File: config.mk
export PLATFORM = sky130hd
export DESIGN_NAME = rle_encode
export DESIGN_NICKNAME = d
export VERILOG_FILES = /design/src/rtl/rle_pkg.sv /design/src/rtl/rle_encode_elastic.sv /design/src/rtl/rle_encode.sv
export SDC_FILE = /design/constraint.sdc
export NUM_CORES = 1
export LEC_CHECK = 0
export ABC_CLOCK_PERIOD_IN_PS = 2000
export CORE_MARGIN = 1.5
export CORE_UTILIZATION = 25
export DETAILED_ROUTE_END_ITERATION = 6
export DONT_BUFFER_PORTS = 1
export MAX_ROUTING_LAYER = met4
export PLACE_DENSITY_LB_ADDON = 0.25
export SYNTH_ARGS = -nofsm -noshare
export SYNTH_HDL_FRONTEND = slang
export SYNTH_SLANG_ARGS = --single-unit
File: constraint.sdc
create_clock -name clk_i -period 2 [get_ports clk_i]
set_input_delay 0.1 -clock clk_i [delete_from_list [all_inputs] [get_ports clk_i]]
set_output_delay 0.1 -clock clk_i [all_outputs]
set_load 0.02 [all_outputs]
File: src/rtl/rle_pkg.sv
// Shared types and helpers for the run-length encoder.
package rle_pkg;

   typedef enum logic [1:0] {
      IDLE,
      RUN,
      FLUSH
   } state_t;

   // Largest run length a count field of the given width can hold.
   function automatic int unsigned max_count(input int unsigned w);
      return (32'd1 << w) - 32'd1;
   endfunction

endpackage

File: src/rtl/rle_encode_elastic.sv
// One-entry elastic output register with optional load gating
// and optional datapath reset.
module rle_encode_elastic #(
   parameter int width_p      = 9,
   parameter bit gate_p       = 1'b1,
   parameter bit reset_data_p = 1'b1
) (
   input  logic               clk,
   input  logic               reset,
   input  logic               push_valid,
   input  logic [width_p-1:0] push_data,
   output logic               push_ready,
   output logic               pop_valid,
   output logic [width_p-1:0] pop_data,
   input  logic               pop_ready
);

   logic               full;
   logic [width_p-1:0] data;
   logic               load;
   logic               take;

   assign push_ready = !full || pop_ready;
   assign load       = push_valid && push_ready;
   assign take       = gate_p ? load : push_ready;
   assign pop_valid  = full;
   assign pop_data   = data;

   always_ff @(posedge clk) begin
      if (reset) begin
         full <= 1'b0;
      end else if (push_ready) begin
         full <= push_valid;
      end
   end

   always_ff @(posedge clk) begin
      if (reset && reset_data_p) begin
         data <= '0;
      end else if (take) begin
         data <= push_data;
      end
   end

endmodule

File: src/rtl/rle_encode.sv
// Streaming run-length encoder: symbols in, (value, count, last)
// pairs out through a one-entry elastic register.
module rle_encode
   import rle_pkg::*;
#(
   parameter int data_width_p  = 2,
   parameter int bus_width_p   = 8,
   parameter int count_width_p = bus_width_p - data_width_p
) (
   input  logic                     clk_i,
   input  logic                     reset_i,
   input  logic [data_width_p-1:0]  data_i,
   input  logic                     last_i,
   input  logic                     valid_i,
   output logic                     ready_o,
   output logic [data_width_p-1:0]  rle_value_o,
   output logic [count_width_p-1:0] rle_count_o,
   output logic                     last_o,
   output logic                     valid_o,
   input  logic                     ready_i
);

   localparam int pair_w = data_width_p + count_width_p + 1;
   localparam logic [count_width_p-1:0] max_c =
      count_width_p'(max_count(count_width_p));
   localparam logic [count_width_p-1:0] one_c =
      count_width_p'(1);

   state_t                     state, state_n;
   logic [data_width_p-1:0]    run_value_r, run_value_n;
   logic [count_width_p-1:0]   run_count_r, run_count_n;
   logic [data_width_p-1:0]    pending, pending_n;

   logic                       space;
   logic                       fire;
   logic                       same;
   logic                       emit;
   logic [data_width_p-1:0]    emit_value;
   logic [count_width_p-1:0]   emit_count;
   logic                       emit_last;
   logic [pair_w-1:0]          pair;

   assign ready_o = space && (state != FLUSH);
   assign fire    = valid_i && ready_o;
   assign same    = (data_i == run_value_r) && (run_count_r < max_c);

   always_comb begin
      state_n     = state;
      run_value_n = run_value_r;
      run_count_n = run_count_r;
      pending_n   = pending;
      emit        = 1'b0;
      emit_value  = run_value_r;
      emit_count  = run_count_r;
      emit_last   = 1'b0;
      unique case (state)
         IDLE: begin
            if (fire && last_i) begin
               emit       = 1'b1;
               emit_value = data_i;
               emit_count = one_c;
               emit_last  = 1'b1;
            end else if (fire) begin
               run_value_n = data_i;
               run_count_n = one_c;
               state_n     = RUN;
            end
         end
         RUN: begin
            if (fire && same && !last_i) begin
               run_count_n = run_count_r + one_c;
            end else if (fire && same) begin
               emit       = 1'b1;
               emit_count = run_count_r + one_c;
               emit_last  = 1'b1;
               state_n    = IDLE;
            end else if (fire && !last_i) begin
               emit        = 1'b1;
               run_value_n = data_i;
               run_count_n = one_c;
            end else if (fire) begin
               emit      = 1'b1;
               pending_n = data_i;
               state_n   = FLUSH;
            end
         end
         FLUSH: begin
            // The singleton leaves as soon as the output slot frees.
            if (space) begin
               emit       = 1'b1;
               emit_value = pending;
               emit_count = one_c;
               emit_last  = 1'b1;
               state_n    = IDLE;
            end
         end
         default: state_n = IDLE;
      endcase
   end

   always_ff @(posedge clk_i) begin
      if (reset_i) begin
         state       <= IDLE;
         run_value_r <= '0;
         run_count_r <= '0;
         pending     <= '0;
      end else begin
         state       <= state_n;
         run_value_r <= run_value_n;
         run_count_r <= run_count_n;
         pending     <= pending_n;
      end
   end

   rle_encode_elastic #(
      .width_p      (pair_w),
      .gate_p       (1'b1),
      .reset_data_p (1'b1)
   ) out_reg (
      .clk        (clk_i),
      .reset      (reset_i),
      .push_valid (emit),
      .push_data  ({emit_value, emit_count, emit_last}),
      .push_ready (space),
      .pop_valid  (valid_o),
      .pop_data   (pair),
      .pop_ready  (ready_i)
   );

   assign {rle_value_o, rle_count_o, last_o} = pair;

endmodule
==> run metrics, run 1 <==
Synth area leaders=dfxtp_1 38%, nand2_1 6.2%, nor2_1 6.2%; root buffer cell=clkbuf_8; R2R depth=6; kind of critical path=register to register; clock net sink count=22; synth cell count leaders=22 x dfxtp_1, 19 x nand2_1, 19 x nor2_1, 11 x a21oi_1, 8 x nor3_1; Switching Share=28.0%; final hold slack=23.4 ps; full die area=0.00505 mm^2; drc violations=0; min-delay worst type=input pin to register; clock latency on the worst-skew pair=270 ps; worst reg2reg path startpoint=run_count_r[1]; GR Overflow Total=0; Slew @ Worst Pin=785 ps; final setup skew=5.15 ps; initial antenna violation count=1; number of flops mapped to enable cells by yosys=0; Die Wd=71.0 um; Gate power share=15.4%; Min Clock Period, post-route=1890 ps; P_sw=0.271 mW; post-synth top area share=38.1%; endpoint type of the worst setup path=register; initial core utilization=26.2%; Worst-path clk slew=80 ps; RSZ-0062 raised after global routing=no; Setup TNS Final=0 ps; power density over the cells=719 mW/mm^2; Power Total=0.969 mW; Worst setup SP type=register; FP Rows=24; Synth Area per Inst=8.33 um^2; Net Count, Synth=147; Synth Instances=139; Worst Path Max Fanout=6; Reg power frac=51.4%; Clk network pwr share=33.2%; Cell Area, Placed=0.00122 mm^2; Worst Path Required=2120 ps; Final Wtd Congestion=0.883; Starting DRT DRC Count=76; vias in the first global route=973; Post-synth top flop=dfxtp_1; worst slack, placed=60.4 ps; Synth area leader=dfxtp_1; core box area=0.00441 mm^2; CTS tree=built; crit share post-route=94.3%; Worst Slack Setup Final=113 ps; most frequent cell after synthesis=dfxtp_1; FF-to-FF End=out_reg.pop_data[3]; max-slew violation count=0; Netlist cell types=41; GRT Overall Usage=12.5%; status=finished clean; Worst R2R Setup Slack=110 ps; crit path from=run_count_r[1]; Lkg Pwr=0.476 nW; drt pass-1 iters=4; Peak supply drop=0.224 mV; final hold violation count=0; DR WL/cell=15.1 um; Pint=0.698 mW; post-DP HPWL=2080 um; Worst Setup EP=out_reg.pop_data[3]; Num CTS Buffers=3; IO buf count=0; Die Y-Extent=71.0 um; Bufs on Longest Clock Path=2; Hold Path Origin=valid_i; sequential element share of the synthesized area=38.1%; vias after detailed routing=1064; fmax=0.530 GHz; Mapped Area=0.00116 mm^2; cell area after layout=0.00135 mm^2; CTS H-tree depth=1; largest net degree at the start of global routing=23; Slew HR=47.5%; global-route wire length before repair=4810 um; Ports=18; number of synthesized register bits=22; synthesis-to-layout area growth=16.4%; final setup vio count=0; routed wire length=2980 um; ratio of cells with drive above 1 in the final layout=14.5%; number of synthesis warnings=0; DR vias/cell=5.37; MaxCap Viol Count=0; critical path data arrival time=2010 ps; post-layout net count=154; Routed Antenna Nets=0; Async SR Flop Fraction=0%
## cells by family after synthesis
group	count (synthesis)	share of synthesized area, %
and+or+nand+nor	63	25.4
AOI/OAI and AO/OA	36	24.2
DFF	22	38.1
buffers and inverters	9	3.68
xor gates and xnor gates	6	5.84
muxes	2	1.73
adders and majority gates	1	1.08
## layout make-up
class | instances | area, um^2
Fill cell | 475 | 3070
Multi-Input combinational cell | 109 | 706
Sequential cell | 22 | 440
Timing Repair Buffer | 9 | 75.1
Tap cell | 52 | 65.1
Clock buffer | 4 | 55.1
Inverter | 1 | 3.75
Antenna cell | 1 | 2.50
## sequential cells by signal (all words and copies together), names as in the netlist
name	cells
run_value_r	2
out_reg.pop_data	9
out_reg.pop_valid	1
pending	2
run_count_r	6
state	2
## worst max-delay path, stage by stage, from the launching register on
cell	delay, ps
dfxtp_1	360
ha_2	220
nand3_2	160
o211ai_4	120
o41a_1	440
a221oi_1	360
nor3_1	90
## layer usage
metal,GRT usage (%),vias to the layer above,wire length [um]
met4,5.45,0,69
met5,-,-,0
met3,3.56,7,187
li1,-,522,-
met1,17.1,505,1420
met2,17.0,30,1310
## metrics by stage
stage,instances,util (%)
final,198,30.5
after global routing,198,30.5
after CTS,195,29.6
after detailed placement,188,27.7
after global placement,188,27.7
after floorplan,139,-
## cells in the final DEF, fill, tap and decap left out, types with 3 or more instances in the layout
cell / Yosys / final
dfxtp_1: 22 / 22
a21oi_1: 11 / 11
nand2_1: 19 / 19
dlygate4sd3_1: 0 / 3
a221oi_1: 4 / 3
nor3_1: 8 / 8
clkbuf_8: 0 / 4
nand3_1: 6 / 6
buf_4: 1 / 6
nor2_1: 19 / 19
a22o_1: 3 / 3
## worst min path at each step
stage                          end  cells past startpoint
4_1_cts                   state[0]                      2
2_1_floorplan             state[0]                      1
6_report                  state[0]                      2
3_3_place_gp        run_count_r[1]                      1
3_5_place_dp   out_reg.pop_data[7]                      1
5_1_grt                   state[0]                      2
## power groups by stage
stage	logic, mW	clock network (mW)	registers [mW]
floorplan	0.109	0	0.503
global placement	0.123	0	0.509
detailed placement	0.125	0	0.510
CTS	0.137	0.337	0.499
global route	0.165	0.354	0.502
finish	0.149	0.322	0.498
## timing repair
item / 4_1_cts / 5_1_grt
setup buffers: 0 / 1
resized for setup: 0 / 3
endpoints found under the hold margin: 22 / 0
setup endpoints to repair: 0 / 5
hold buffers: 3 / 0
(Power assumes the default switching activity.)
==> inputs of run 2 (changes only) <==
--- a/config.mk
+++ b/config.mk
@@ -10,6 +10,7 @@
 export CORE_UTILIZATION = 25
 export DETAILED_ROUTE_END_ITERATION = 6
 export DONT_BUFFER_PORTS = 1
+export GPL_TIMING_DRIVEN = 0
 export MAX_ROUTING_LAYER = met4
 export PLACE_DENSITY_LB_ADDON = 0.25
 export SYNTH_ARGS = -nofsm -noshare
==> run 2 against run 1 <==
- wire length decreased by 0.67%
- design area rose by 4.1%
- global-route usage grew 0.087 points
- sequential power barely moved
- final cell count rose by 2.0%
- maximum frequency is essentially flat
==> run metrics, run 2 (synthesis results as in run 1) <==
GR Overflow Total=0 (unchanged); critical path data arrival time=2030 ps (+20 ps); Largest register FFs=9 (unchanged); Switching Share=28.1% (+0.13 points); post-DP HPWL=2070 um (-0.70%); fmax=0.529 GHz (about the same); DR vias/cell=5.30 (-1.4%); Clk network pwr share=32.7% (-0.5 points); Die Wd=71.0 um (unchanged); FF-to-FF End=out_reg.pop_data[2]; Worst-path clk slew=80 ps (about the same); R2R depth=6 (unchanged); largest net degree at the start of global routing=13 (-43%); Final Wtd Congestion=0.781 (-12%); RSZ-0062 raised after global routing=yes; initial antenna violation count=0 (-1); Final Non-Filler Cells=202 (+2.0%); crit path from=run_count_r[0]; CTS tree=built; initial core utilization=26.2% (unchanged); vias in the first global route=1065 (+9.5%); final setup vio count=0 (unchanged); crit share post-route=94.4% (about the same); Placed Cells=191 (+1.6%); clock latency on the worst-skew pair=260 ps (about the same); worst reg2reg path startpoint=run_count_r[0]; commonest non-fill, non-tap cell in the layout=dfxtp_1; post-layout net count=159 (+3.2%); fill count=471 (-0.84%); power density over the cells=706 mW/mm^2 (-1.9%); ratio of cells with drive above 1 in the final layout=20.0% (+5.5 points); global-route wire length before repair=4910 um (+2.1%); Worst R2R Setup Slack=110 ps (about the same); kind of critical path=register to register; Slew HR=62.5% (+15 points); vias after detailed routing=1070 (+0.56%); Bufs on Longest Clock Path=2 (unchanged); drt pass-1 iters=4 (unchanged); routed wire length=2960 um (-0.67%); Routed Antenna Nets=0 (unchanged); GRT Overall Usage=12.6% (+0.087 points); synthesis-to-layout area growth=21.2%; final hold violation count=0 (unchanged); Hold Path Stages=2 (unchanged); P_sw=0.278 mW (+2.6%); Min Clock Period, post-route=1890 ps (+1.81 ps); root buffer cell=clkbuf_8; Pint=0.711 mW (+1.9%); FP Rows=24 (unchanged); Ports=18 (unchanged); CTS H-tree depth=1 (unchanged); max-slew violation count=0 (unchanged); MaxCap Viol Count=0 (unchanged); min-delay worst type=input pin to register; final hold slack=7.71 ps (-15.7 ps); DR WL/cell=14.7 um (-2.6%); core box area=0.00441 mm^2 (unchanged); clock net sink count=22 (unchanged); Gate power share=17.1% (+1.7 points); most frequent cells in the layout=20 x dfxtp_1, 19 x nor2_1, 19 x nand2_1; Worst Path Max Fanout=7 (+1); diodes inserted=0 (-1); status=finished clean; Die Y-Extent=71.0 um (unchanged); Worst setup SP type=register; IO buf count=0 (unchanged); Hold Path Origin=data_i[0]; Starting DRT DRC Count=60 (-21%); final setup skew=1.18 ps (-3.97 ps); drc violations=0 (unchanged); full die area=0.00505 mm^2 (unchanged); Num CTS Buffers=3 (unchanged); Worst Hold Endpoint=pending[0]; Slew @ Worst Pin=562 ps (-223 ps); Lkg Pwr=0.504 nW (+5.9%); Peak supply drop=0.282 mV (+26%); Reg power frac=50.2% (-1.2 points); endpoint type of the worst setup path=register; Worst Path Required=2140 ps (+20 ps)
run 2: cell types whose count changed in the layout (fill, tap and decap cells not counted), sizes merged:
cell    change
buf         +3
clkbuf      +3
diode       -1
o211ai      -1
run 2: area by class of cell:
| cell class | instances | area [um^2] | share of cell area, % |
|---|---|---|---|
| Tap cell | 52 | 65.1 | 4.64 |
| Sequential cell | 22 | 443 | 31.6 |
| Timing Repair Buffer | 7 | 72.6 | 5.17 |
| Inverter | 1 | 3.75 | 0.268 |
| Buffer | 8 | 40.0 | 2.85 |
| Clock buffer | 4 | 55.1 | 3.93 |
| Multi-Input combinational cell | 108 | 723 | 51.6 |
run 2: through the flow:
stage / cell area (um^2) / setup TNS (ps) / setup slack [ps] / util [%] / total power [mW]
floorplan: 1160 / 0 / 221 / - / 0.612
CTS: 1310 / 0 / 2.74 / 29.6 / 0.971
finish: 1400 / 0 / 111 / 31.8 / 0.990
global placement: 1220 / -26.6 / -22.3 / 27.7 / 0.641
detailed placement: 1220 / -30.3 / -21.8 / 27.7 / 0.642
global route: 1400 / -27.9 / -27.9 / 31.8 / 1.03
run 2: worst max-delay path, stage by stage, from the launching register on:
cell	delay, ps
dfxtp_2	380
ha_4	190
nand3_2	120
o211ai_4	150
o41a_1	520
a221oi_1	330
nor3_1	80
run 2: metal layers:
metal	vias to the layer above	GRT usage [%]	routed length [um]
met2	31	19.1	1360
li1	530	-	-
met4	0	5.03	61
met1	501	15.6	1370
met3	8	3.85	174
met5	-	-	0
run 2: worst max-delay path by stage:
stage,endpoint,slack [ps],cells after the start
after floorplan,out_reg.pop_data[2],220,6
after global placement,out_reg.pop_data[5],-20,6
after detailed placement,out_reg.pop_data[5],-20,6
after CTS,out_reg.pop_data[5],3,6
after global routing,out_reg.pop_data[4],-30,6
final,out_reg.pop_data[2],110,6
run 2: power groups by stage:
stage | sequential [mW] | clock (mW) | combinational (mW)
floorplan | 0.503 | 0 | 0.109
global placement | 0.506 | 0 | 0.134
detailed placement | 0.507 | 0 | 0.135
CTS | 0.497 | 0.333 | 0.142
global route | 0.501 | 0.348 | 0.186
finish | 0.497 | 0.324 | 0.169
run 2: timing repair:
item | 4_1_cts | 5_1_grt
pin swaps | 2 | 2
resized for setup | 0 | 12
hold buffers | 3 | 0
setup buffers | 0 | 4
endpoints found under the hold margin | 5 | 0
endpoints found under the setup margin | 3 | 11
==> inputs of run 3 (changes only) <==
--- a/config.mk
+++ b/config.mk
@@ -5,6 +5,7 @@
 export SDC_FILE = /design/constraint.sdc
 export NUM_CORES = 1
 export LEC_CHECK = 0
+export ABC_AREA = 1
 export ABC_CLOCK_PERIOD_IN_PS = 2000
 export CORE_MARGIN = 1.5
 export CORE_UTILIZATION = 25
==> run 3 against run 2 <==
- non-clock buffer count is 9 lower
- wire length is 3.2% lower
- synthesized cell count is 37% higher
- maximum frequency is 7.6% higher
- critical path type unchanged
- critical endpoint is now run_count_r[2]
- largest cell class unchanged
- highest routed layer unchanged
==> run metrics, run 3 <==
diodes inserted=0 (unchanged); crit path from=run_count_r[0]; cell area after layout=0.00141 mm^2 (+0.36%); synthesis-to-layout area growth=13.4%; global-route wire length before repair=4780 um (-2.7%); Num CTS Buffers=3 (unchanged); Lkg Pwr=0.656 nW (+30%); CTS H-tree depth=1 (unchanged); Mapped Area=0.00124 mm^2 (+7.2%); Core Util, Final=29.6% (-2.2 points); DR WL/cell=10.9 um (-26%); final setup vio count=0 (unchanged); GRT Overall Usage=11.9% (-0.72 points); Synth Instances=191 (+37%); CTS tree=built; Hold Path Origin=data_i[0]; initial core utilization=26.1% (-0.11 points); worst reg2reg path startpoint=run_count_r[0]; Ports=18 (unchanged); min-delay worst type=input pin to register; P_sw=0.331 mW (+19%); Final Wtd Congestion=0.712 (-8.8%); worst slack, placed=177 ps (+199 ps); Worst Path Max Fanout=6 (-1); core box area=0.00475 mm^2 (+7.7%); Synth area leaders=dfxtp_1 35%, nand2_1 16%, inv_1 8.5%; Clk network pwr share=31.2% (-1.5 points); post-synth top area share=35.5% (-2.6 points); Switching Share=31.5% (+3.3 points); Synth area leader=dfxtp_1; status=finished clean; Die Y-Extent=73.5 um (+3.4%); Worst setup SP type=register; Slew @ Worst Pin=490 ps (-72.6 ps); drc violations=0 (unchanged); Reg power frac=50.5% (+0.3 points); Peak supply drop=0.336 mV (+19%); RSZ-0062 raised after global routing=no; Worst Path Required=2190 ps (+50 ps); root buffer cell=clkbuf_8; post-layout net count=206 (+30%); Net Count, Synth=199 (+35%); Die Wd=73.5 um (+3.4%); DR vias/cell=4.31 (-19%); Netlist cell types=24 (-41%); FP Rows=25 (+4.2%); clock latency on the worst-skew pair=270 ps (about the same); Routed Antenna Nets=0 (unchanged); Worst Slack Setup Final=245 ps (+133 ps); cell chain of the critical path=ha_1 > nand3_1 > nor2_1 > nor2_2 > inv_1 > nor3_2 > nand2_1 > a21oi_1; GR Overflow Total=0 (unchanged); vias after detailed routing=1137 (+6.3%); Starting DRT DRC Count=45 (-25%); Crit path largest cell delay=380 ps (-140 ps); kind of critical path=register to register; IO buf count=0 (unchanged); post-DP HPWL=2160 um (+4.5%); commonest non-fill, non-tap cell in the layout=nand2_1; Pint=0.721 mW (+1.4%); fmax=0.570 GHz (+7.6%); final setup skew=8.87 ps (+7.69 ps); vias in the first global route=1032 (-3.1%); Synth Area per Inst=6.50 um^2 (-22%); Setup TNS Final=0 ps (unchanged); full die area=0.00540 mm^2 (+6.9%); Min Clock Period, post-route=1760 ps (-133 ps); largest net degree at the start of global routing=13 (unchanged); most frequent cells in the layout=52 x nand2_1, 28 x inv_1, 22 x dfxtp_1; MaxCap Viol Count=0 (unchanged); routed wire length=2870 um (-3.2%); number of synthesis warnings=0 (unchanged); sequential element share of the synthesized area=35.5% (-2.6 points); final hold violation count=0 (unchanged); Worst-path clk slew=90 ps (about the same); number of synthesized register bits=22 (unchanged); max-slew violation count=0 (unchanged); drt pass-1 iters=4 (unchanged); synth cell count leaders=53 x nand2_1, 28 x inv_1, 22 x dfxtp_1, 20 x nand3_1; Bufs on Longest Clock Path=2 (unchanged); final hold slack=32.0 ps (+24.3 ps); endpoint type of the worst setup path=register; Async SR Flop Fraction=0% (unchanged); initial antenna violation count=0 (unchanged); Cell Area, Placed=0.00133 mm^2 (+8.4%); Gate power share=18.3% (+1.2 points); ratio of cells with drive above 1 in the final layout=10.2% (-9.8 points); critical path data arrival time=1950 ps (-80 ps); power density over the cells=748 mW/mm^2 (+6.0%); clock net sink count=22 (unchanged); Slowest cell on crit path=dfxtp_1; Slew HR=67.4% (+4.8 points); Largest register FFs=9 (unchanged); Post-synth top flop=dfxtp_1; number of flops mapped to enable cells by yosys=0 (unchanged); crit share post-route=87.8% (-6.7 points); most frequent cell after synthesis=nand2_1
run 3: cell count changes after synthesis, moves of 5 or more:
cell,previous run,this run
nor3_1,8,1
nand3b_1,1,6
nand3_1,6,20
nand2_1,19,53
inv_1,1,28
o21ai_0,2,10
nor2_1,19,13
run 3: logic make-up (layout without fill, tap and decap cells):
logic type / Yosys count / count (layout) / synth area share, %
compound gates: 25 / 25 / 10.2
xor+xnor: 4 / 4 / 2.82
fa+ha+maj: 1 / 1 / 1.01
buf+inv: 35 / 41 / 11.5
flops: 22 / 22 / 35.5
simple gates: 104 / 104 / 39.0
run 3: path summary, 6_finish.rpt:
kind,end,slack (ps),depth (start not counted)
setup / recovery,run_count_r[2],240,8
hold / removal,run_value_r[0],30,2
setup reg to reg,run_count_r[2],240,8
hold reg to reg,pending[0],470,2
run 3: worst max-delay path, delay by kind of cell (launching register included):
family          cells  cell delay (ps)
simple gates        5              800
flops               1              380
fa+ha+maj           1              240
compound gates      1              140
buf+inv             1              130
run 3: timing repair:
action | CTS | global route
resized for setup | 0 | 2
setup buffers | 0 | 0
hold endpoints to repair | 2 | 0
endpoints found under the setup margin | 0 | 8
hold buffers | 2 | 0
run 3: area by class of cell:
| cell class | instances | area (um^2) |
|---|---|---|
| Clock buffer | 4 | 55.1 |
| Sequential cell | 22 | 440 |
| Timing Repair Buffer | 2 | 20.0 |
| Fill cell | 566 | 3350 |
| Inverter | 31 | 116 |
| Multi-Input combinational cell | 134 | 666 |
| Tap cell | 67 | 83.8 |
| Buffer | 4 | 26.3 |
run 3: layer usage:
layer / vias to the layer above / GRT usage [%] / share of wire (%)
met5: - / - / 0
met3: 2 / 3.84 / 5.1
li1: 615 / - / -
met4: 0 / 3.09 / 1.1
met1: 495 / 15.0 / 51
met2: 25 / 18.2 / 43
run 3: power by group through the flow:
| stage | Sequential [mW] | Clock [mW] | Combinational (mW) |
|---|---|---|---|
| finish | 0.532 | 0.328 | 0.193 |
| global route | 0.538 | 0.349 | 0.227 |
| CTS | 0.533 | 0.339 | 0.191 |
| detailed placement | 0.543 | 0 | 0.187 |
| global placement | 0.543 | 0 | 0.187 |
| floorplan | 0.534 | 0 | 0.154 |
run 3: metrics by stage:
stage	power [mW]	cells
floorplan	0.688	191
global placement	0.730	258
detailed placement	0.730	258
CTS	1.06	264
global route	1.11	264
finish	1.05	264
